## src/rtl/dac_pattern_gen.sv

```systemverilog
// RGB test-pattern source for bring-up of the resistor-ladder video DAC.
// Registered channel codes advance once every DIV_COUNT clocks; step/frame strobes trigger the scope.
module dac_pattern_gen #(
  parameter int CH_WIDTH  = 2,
  parameter int DIV_COUNT = 10000
) (
  input  logic                  clk,
  input  logic                  rst_n,
  input  logic [1:0]            mode,
  input  logic                  pause,
  input  logic                  triangle,
  input  logic [3*CH_WIDTH-1:0] hold_val,
  output logic [CH_WIDTH-1:0]   r,
  output logic [CH_WIDTH-1:0]   g,
  output logic [CH_WIDTH-1:0]   b,
  output logic                  step,
  output logic                  frame
);

  localparam int                  DIV_W    = (DIV_COUNT > 1) ? $clog2(DIV_COUNT) : 1;
  localparam logic [DIV_W-1:0]    DIV_LAST = DIV_W'(DIV_COUNT - 1);
  localparam logic [CH_WIDTH-1:0] MAX      = {CH_WIDTH{1'b1}};

  typedef enum logic [1:0] {M_GRAY = 2'd0, M_SWEEP = 2'd1, M_BARS = 2'd2, M_HOLD = 2'd3} mode_e;
  typedef enum logic [1:0] {CH_R = 2'd0, CH_G = 2'd1, CH_B = 2'd2} chan_e;

  // One ramp step; returns {done, dir_down, level}. done marks a completed ramp period.
  // Out-of-range starts (left behind by a saw/tri switch) turn around instead of wrapping.
  function automatic logic [CH_WIDTH+1:0] ramp_step(input logic [CH_WIDTH-1:0] lvl,
                                                    input logic down, input logic tri_en);
    logic [CH_WIDTH-1:0] nl;
    logic                nd;
    logic                done;
    nl   = lvl + 1'b1;
    nd   = down;
    done = 1'b0;
    if (!tri_en) begin
      done = (lvl == MAX);
    end else if (!down) begin
      if (lvl == MAX) begin
        nl = lvl - 1'b1;
        nd = 1'b1;
      end else if (nl == MAX) begin
        nd = 1'b1;
      end
    end else begin
      if (lvl == '0) begin
        nd = 1'b0;
      end else begin
        nl = lvl - 1'b1;
        if (nl == '0) begin
          nd   = 1'b0;
          done = 1'b1;
        end
      end
    end
    return {done, nd, nl};
  endfunction

  logic [DIV_W-1:0]    div_q, div_d;
  logic [CH_WIDTH-1:0] level_q, level_d;
  logic                dir_q, dir_d;
  chan_e               chan_q, chan_d;
  logic [2:0]          bar_q, bar_d;
  mode_e               mode_q, mode_d;
  logic [CH_WIDTH-1:0] r_d, g_d, b_d;
  logic                step_d, frame_d;
  logic                mode_chg, adv;
  logic [CH_WIDTH+1:0] ramp;

  assign mode_chg = (mode != mode_q);
  assign adv      = (div_q == DIV_LAST) && !pause && (mode_q != M_HOLD);
  assign ramp     = ramp_step(level_q, dir_q, triangle);

  always_comb begin
    div_d   = div_q;
    level_d = level_q;
    dir_d   = dir_q;
    chan_d  = chan_q;
    bar_d   = bar_q;
    mode_d  = mode_q;
    step_d  = 1'b0;
    frame_d = 1'b0;
    if (mode_chg) begin
      mode_d  = mode_e'(mode);
      div_d   = '0;
      level_d = '0;
      dir_d   = 1'b0;
      chan_d  = CH_R;
      bar_d   = '0;
    end else if (mode_q == M_HOLD) begin
      div_d = '0;
    end else if (!pause) begin
      if (adv) begin
        div_d  = '0;
        step_d = 1'b1;
        case (mode_q)
          M_GRAY: begin
            level_d = ramp[CH_WIDTH-1:0];
            dir_d   = ramp[CH_WIDTH];
            frame_d = ramp[CH_WIDTH+1];
          end
          M_SWEEP: begin
            level_d = ramp[CH_WIDTH-1:0];
            dir_d   = ramp[CH_WIDTH];
            if (ramp[CH_WIDTH+1]) begin
              frame_d = (chan_q == CH_B);
              case (chan_q)
                CH_R:    chan_d = CH_G;
                CH_G:    chan_d = CH_B;
                default: chan_d = CH_R;
              endcase
            end
          end
          M_BARS: begin
            bar_d   = bar_q + 1'b1;
            frame_d = (bar_q == 3'd7);
          end
          default: ;
        endcase
      end else begin
        div_d = div_q + 1'b1;
      end
    end

    // Codes are derived from the next state so they land together with step.
    r_d = '0;
    g_d = '0;
    b_d = '0;
    case (mode_d)
      M_GRAY: begin
        r_d = level_d;
        g_d = level_d;
        b_d = level_d;
      end
      M_SWEEP: begin
        case (chan_d)
          CH_R:    r_d = level_d;
          CH_G:    g_d = level_d;
          default: b_d = level_d;
        endcase
      end
      M_BARS: begin
        r_d = bar_d[2] ? MAX : '0;
        g_d = bar_d[1] ? MAX : '0;
        b_d = bar_d[0] ? MAX : '0;
      end
      default: begin
        r_d = hold_val[3*CH_WIDTH-1:2*CH_WIDTH];
        g_d = hold_val[2*CH_WIDTH-1:CH_WIDTH];
        b_d = hold_val[CH_WIDTH-1:0];
      end
    endcase
  end

  always_ff @(posedge clk or negedge rst_n) begin
    if (!rst_n) begin
      div_q   <= '0;
      level_q <= '0;
      dir_q   <= 1'b0;
      chan_q  <= CH_R;
      bar_q   <= '0;
      mode_q  <= M_GRAY;
      r       <= '0;
      g       <= '0;
      b       <= '0;
      step    <= 1'b0;
      frame   <= 1'b0;
    end else begin
      div_q   <= div_d;
      level_q <= level_d;
      dir_q   <= dir_d;
      chan_q  <= chan_d;
      bar_q   <= bar_d;
      mode_q  <= mode_d;
      r       <= r_d;
      g       <= g_d;
      b       <= b_d;
      step    <= step_d;
      frame   <= frame_d;
    end
  end

endmodule

```

## config.mk

```make
export PLATFORM = sky130hd
export DESIGN_NAME = dac_pattern_gen
export DESIGN_NICKNAME = d
export VERILOG_FILES = /design/src/rtl/dac_pattern_gen.sv
export SDC_FILE = /design/constraint.sdc
export NUM_CORES = 1
export LEC_CHECK = 0
export ABC_AREA = 1
export CAP_MARGIN = 20
export CORE_MARGIN = 4
export CORE_UTILIZATION = 50
export CTS_BUF_LIST = sky130_fd_sc_hd__clkbuf_2 sky130_fd_sc_hd__clkbuf_4 sky130_fd_sc_hd__clkbuf_8
export DETAILED_ROUTE_END_ITERATION = 7
export GPL_ROUTABILITY_DRIVEN = 0
export PLACE_DENSITY = 0.72
export SLEW_MARGIN = 20
export SYNTH_ARGS = -nofsm -noshare
export SYNTH_HDL_FRONTEND = slang
export SYNTH_SLANG_ARGS = --single-unit
```

## constraint.sdc

```tcl
create_clock -name clk -period 2.7 [get_ports clk]
set_input_delay 0.405 -clock clk [delete_from_list [all_inputs] [get_ports clk]]
set_output_delay 0.405 -clock clk [all_outputs]
set_load 0.1 [all_outputs]
```

==> reports/results.tsv <==
metric	value	unit
status	complete, no violations	
synth-async-reset-ratio	100.0	%
syn_inst	239	
reg2reg_to	div_q[8]$_DFFE_PN0P_	
path_max_fanout	14	
fin_crit	2.020	ns
critPathSlowestCell	clkdlybuf4s50_1	
ir_worst_vdd	0.0003110	V
rsz0062_at_grt	no	
utilization	60.81	%
fill_cells	334	
synth-edff-count	0	
fmax	495.1	MHz
place_inst	303	
syn_area	1956	µm²
numCtsBuffers	5	
ios	20	
final-hold-violation-count	0	
placedInstanceArea	2163	µm²
post_drt_wl_per_cell	13.07	µm
yosys_warnings	0	
r2r_slack	0.89	ns
clock_latency	0.29	ns
ff_latch_area	800.8	µm²
maxSlewViolCount	0	
yosys-top-cells-area	dfrtp_1 41%, nand2_1 9.6%, ha_1 5.1%, inv_1 4.8%, nor2_1 4.4%	
power_leakage	1.027	nW
drtPass1Iterations	4	
setup_slack	0.6804	ns
synth_seq_area_share	40.95	%
fin_total_pwr	0.9946	mW
cts_buffer_depth	2	
criticalPathCategory	input pin to flop	
chipWidth	70.54	µm
critical_path_arrival	2.19	ns
diodes	0	
synth_nets	259	
multi_input_area	1003	µm²
initial_core_util	52.63	%
nNetsFinal	282	
holdWs	0.5181	ns
core_region_area	3716	µm²
endpoint_kind	flop	
route.detailed.drc	0	
finalNonFillerCells	310	
max_cap_violations	0	
path_clk_slew	0.06	ns
portBuffers	19	
synth_top_area_share	40.95	%
overflow	0	
synthFlopType	dfrtp_1	
setup_viol	0	
timing.slew.headroom	72.83	%
critical_path_depth	9	
antenna_left	0	
cp_top_family	buffers and inverters	
viasPerCell	5.316	
yosys.area.top_type	dfrtp_1	
cp_num_buf_inv	2	
track_usage	17.66	%
post-route-period-util	74.80	%
worstMarginPinSlew	0.4075	ns
syn_avg_cell_area	8.183	µm²
fin_area	2260	µm²
cts_tree	yes	
p_per_area	440.2	nW/µm²
hp-class	input pin to asynchronous set/reset pin	
die-area	4976	µm²
tns	0	ns
crit_required	2.87	ns
synth_seq_cells	32	
grt_pass1_vias	1556	
syn_to_final_growth	15.55	%
cts_setup_buffers	0	
cts_num_sinks	32	
path_common_cell	nor2_1	
start_kind	input pin	
drt_iter0_markers	114	
ctsResizeCount	0	
drive_above_1_share	17.56	%
reg2reg_depth	8	
pre_cts_ws	0.3763	ns
crit_chain	clkdlybuf4s50_1 -> xnor2_1 -> nand2_2 -> inv_2 -> nand3_2 -> nand2_1 -> nor2_1 -> o22ai_1 -> nor2_1	
dp_hpwl	3059	µm
rows	22	
h-tree-depth	2	
clk_root_buffer_cell	clkbuf_8	
grt_pass1_wl	6851	µm
die_height	70.54	µm
vias	1648	
synthDistinctLibCells	34	
cts_hold_buf	0	
antenna_found_initial	0	
reg2reg_from	mode_q[0]$_DFF_PN0_	
clock_skew	0.005268	ns
wl	4051	µm
grt_max_degree	33	
cp_slowest_stage_delay	0.56	ns
per-layer routing:
metal / GRT usage (%) / wire length (µm)
met1: 20.56 / 1784
met2: 28.69 / 1926
met3: 6.108 / 217
met4: 9.395 / 122
met5: 0 / 0
layout by cell type, fill, tap and decap left out, drive strengths merged:
| master | Yosys | final |
|---|---|---|
| clkbuf | 2 | 7 |
| a2bb2oi | 1 | 1 |
| dfrtp | 32 | 32 |
| nor4 | 2 | 2 |
| ha | 8 | 8 |
| and3 | 4 | 4 |
| a41oi | 1 | 1 |
| clkinv | 2 | 2 |
| nand2 | 55 | 55 |
| o311ai | 1 | 1 |
| nand3 | 24 | 24 |
| buf | 2 | 9 |
| a31oi | 1 | 1 |
| mux2i | 1 | 1 |
| nand4 | 12 | 12 |
| clkdlybuf4s50 | 0 | 11 |
| xnor2 | 2 | 2 |
| o22ai | 3 | 3 |
| a311oi | 1 | 1 |
| inv | 30 | 30 |
| o21ai | 11 | 11 |
| nor2 | 31 | 31 |
| a21oi | 4 | 4 |
| xor2 | 4 | 4 |
| nor3 | 3 | 3 |
| nand3b | 2 | 2 |
kinds of logic after synthesis:
logic type | Yosys count | share of synthesized area, %
AOI/OAI and AO/OA | 23 | 7.422
adders and majority gates | 8 | 5.119
and+or+nand+nor | 133 | 35.57
DFF | 32 | 40.95
buffers and inverters | 36 | 7.741
xor gates and xnor gates | 6 | 2.687
muxes | 1 | 0.5119
sequential cells by signal, summed over array words and instances, names as in the netlist:
register,count
div_q,14
r,2
g,2
bar_q,3
step,1
mode_q,2
b,2
frame,1
level_q,2
chan_q,2
dir_q,1
worst max path at each step:
stage,start,to,slack [ns]
6_report,mode[0],div_q[8]$_DFFE_PN0P_,0.68
5_1_grt,mode[0],div_q[8]$_DFFE_PN0P_,0.52
4_1_cts,mode[0],div_q[8]$_DFFE_PN0P_,0.70
3_5_place_dp,mode[0],div_q[8]$_DFFE_PN0P_,0.38
3_3_place_gp,mode[0],div_q[8]$_DFFE_PN0P_,0.45
2_1_floorplan,div_q[0]$_DFFE_PN0P_,g[1]$_DFF_PN0_,1.16
cell usage after synthesis, drive strengths merged (3+ instances only):
| cell | n |
|---|---|
| o21ai | 11 |
| inv | 30 |
| a21oi | 4 |
| dfrtp | 32 |
| ha | 8 |
| nor3 | 3 |
| nand4 | 12 |
| nand3 | 24 |
| o22ai | 3 |
| and3 | 4 |
| nand2 | 55 |
| xor2 | 4 |
| nor2 | 31 |
report_power, final:
part | internal [mW] | switching [mW] | total, mW
registers | 0.486 | 0.00427 | 0.490
logic | 0.0315 | 0.0771 | 0.109
clock network | 0.227 | 0.169 | 0.396
cell type report:
type,count,share of cell area (%)
clock buffers,7,4.264
inverters,32,5.371
multi-input cells,171,44.41
flip-flops and latches,32,35.44
well taps,48,2.658
repair buffers,20,7.863
No activity file was read; power rests on OpenSTA's default activity.
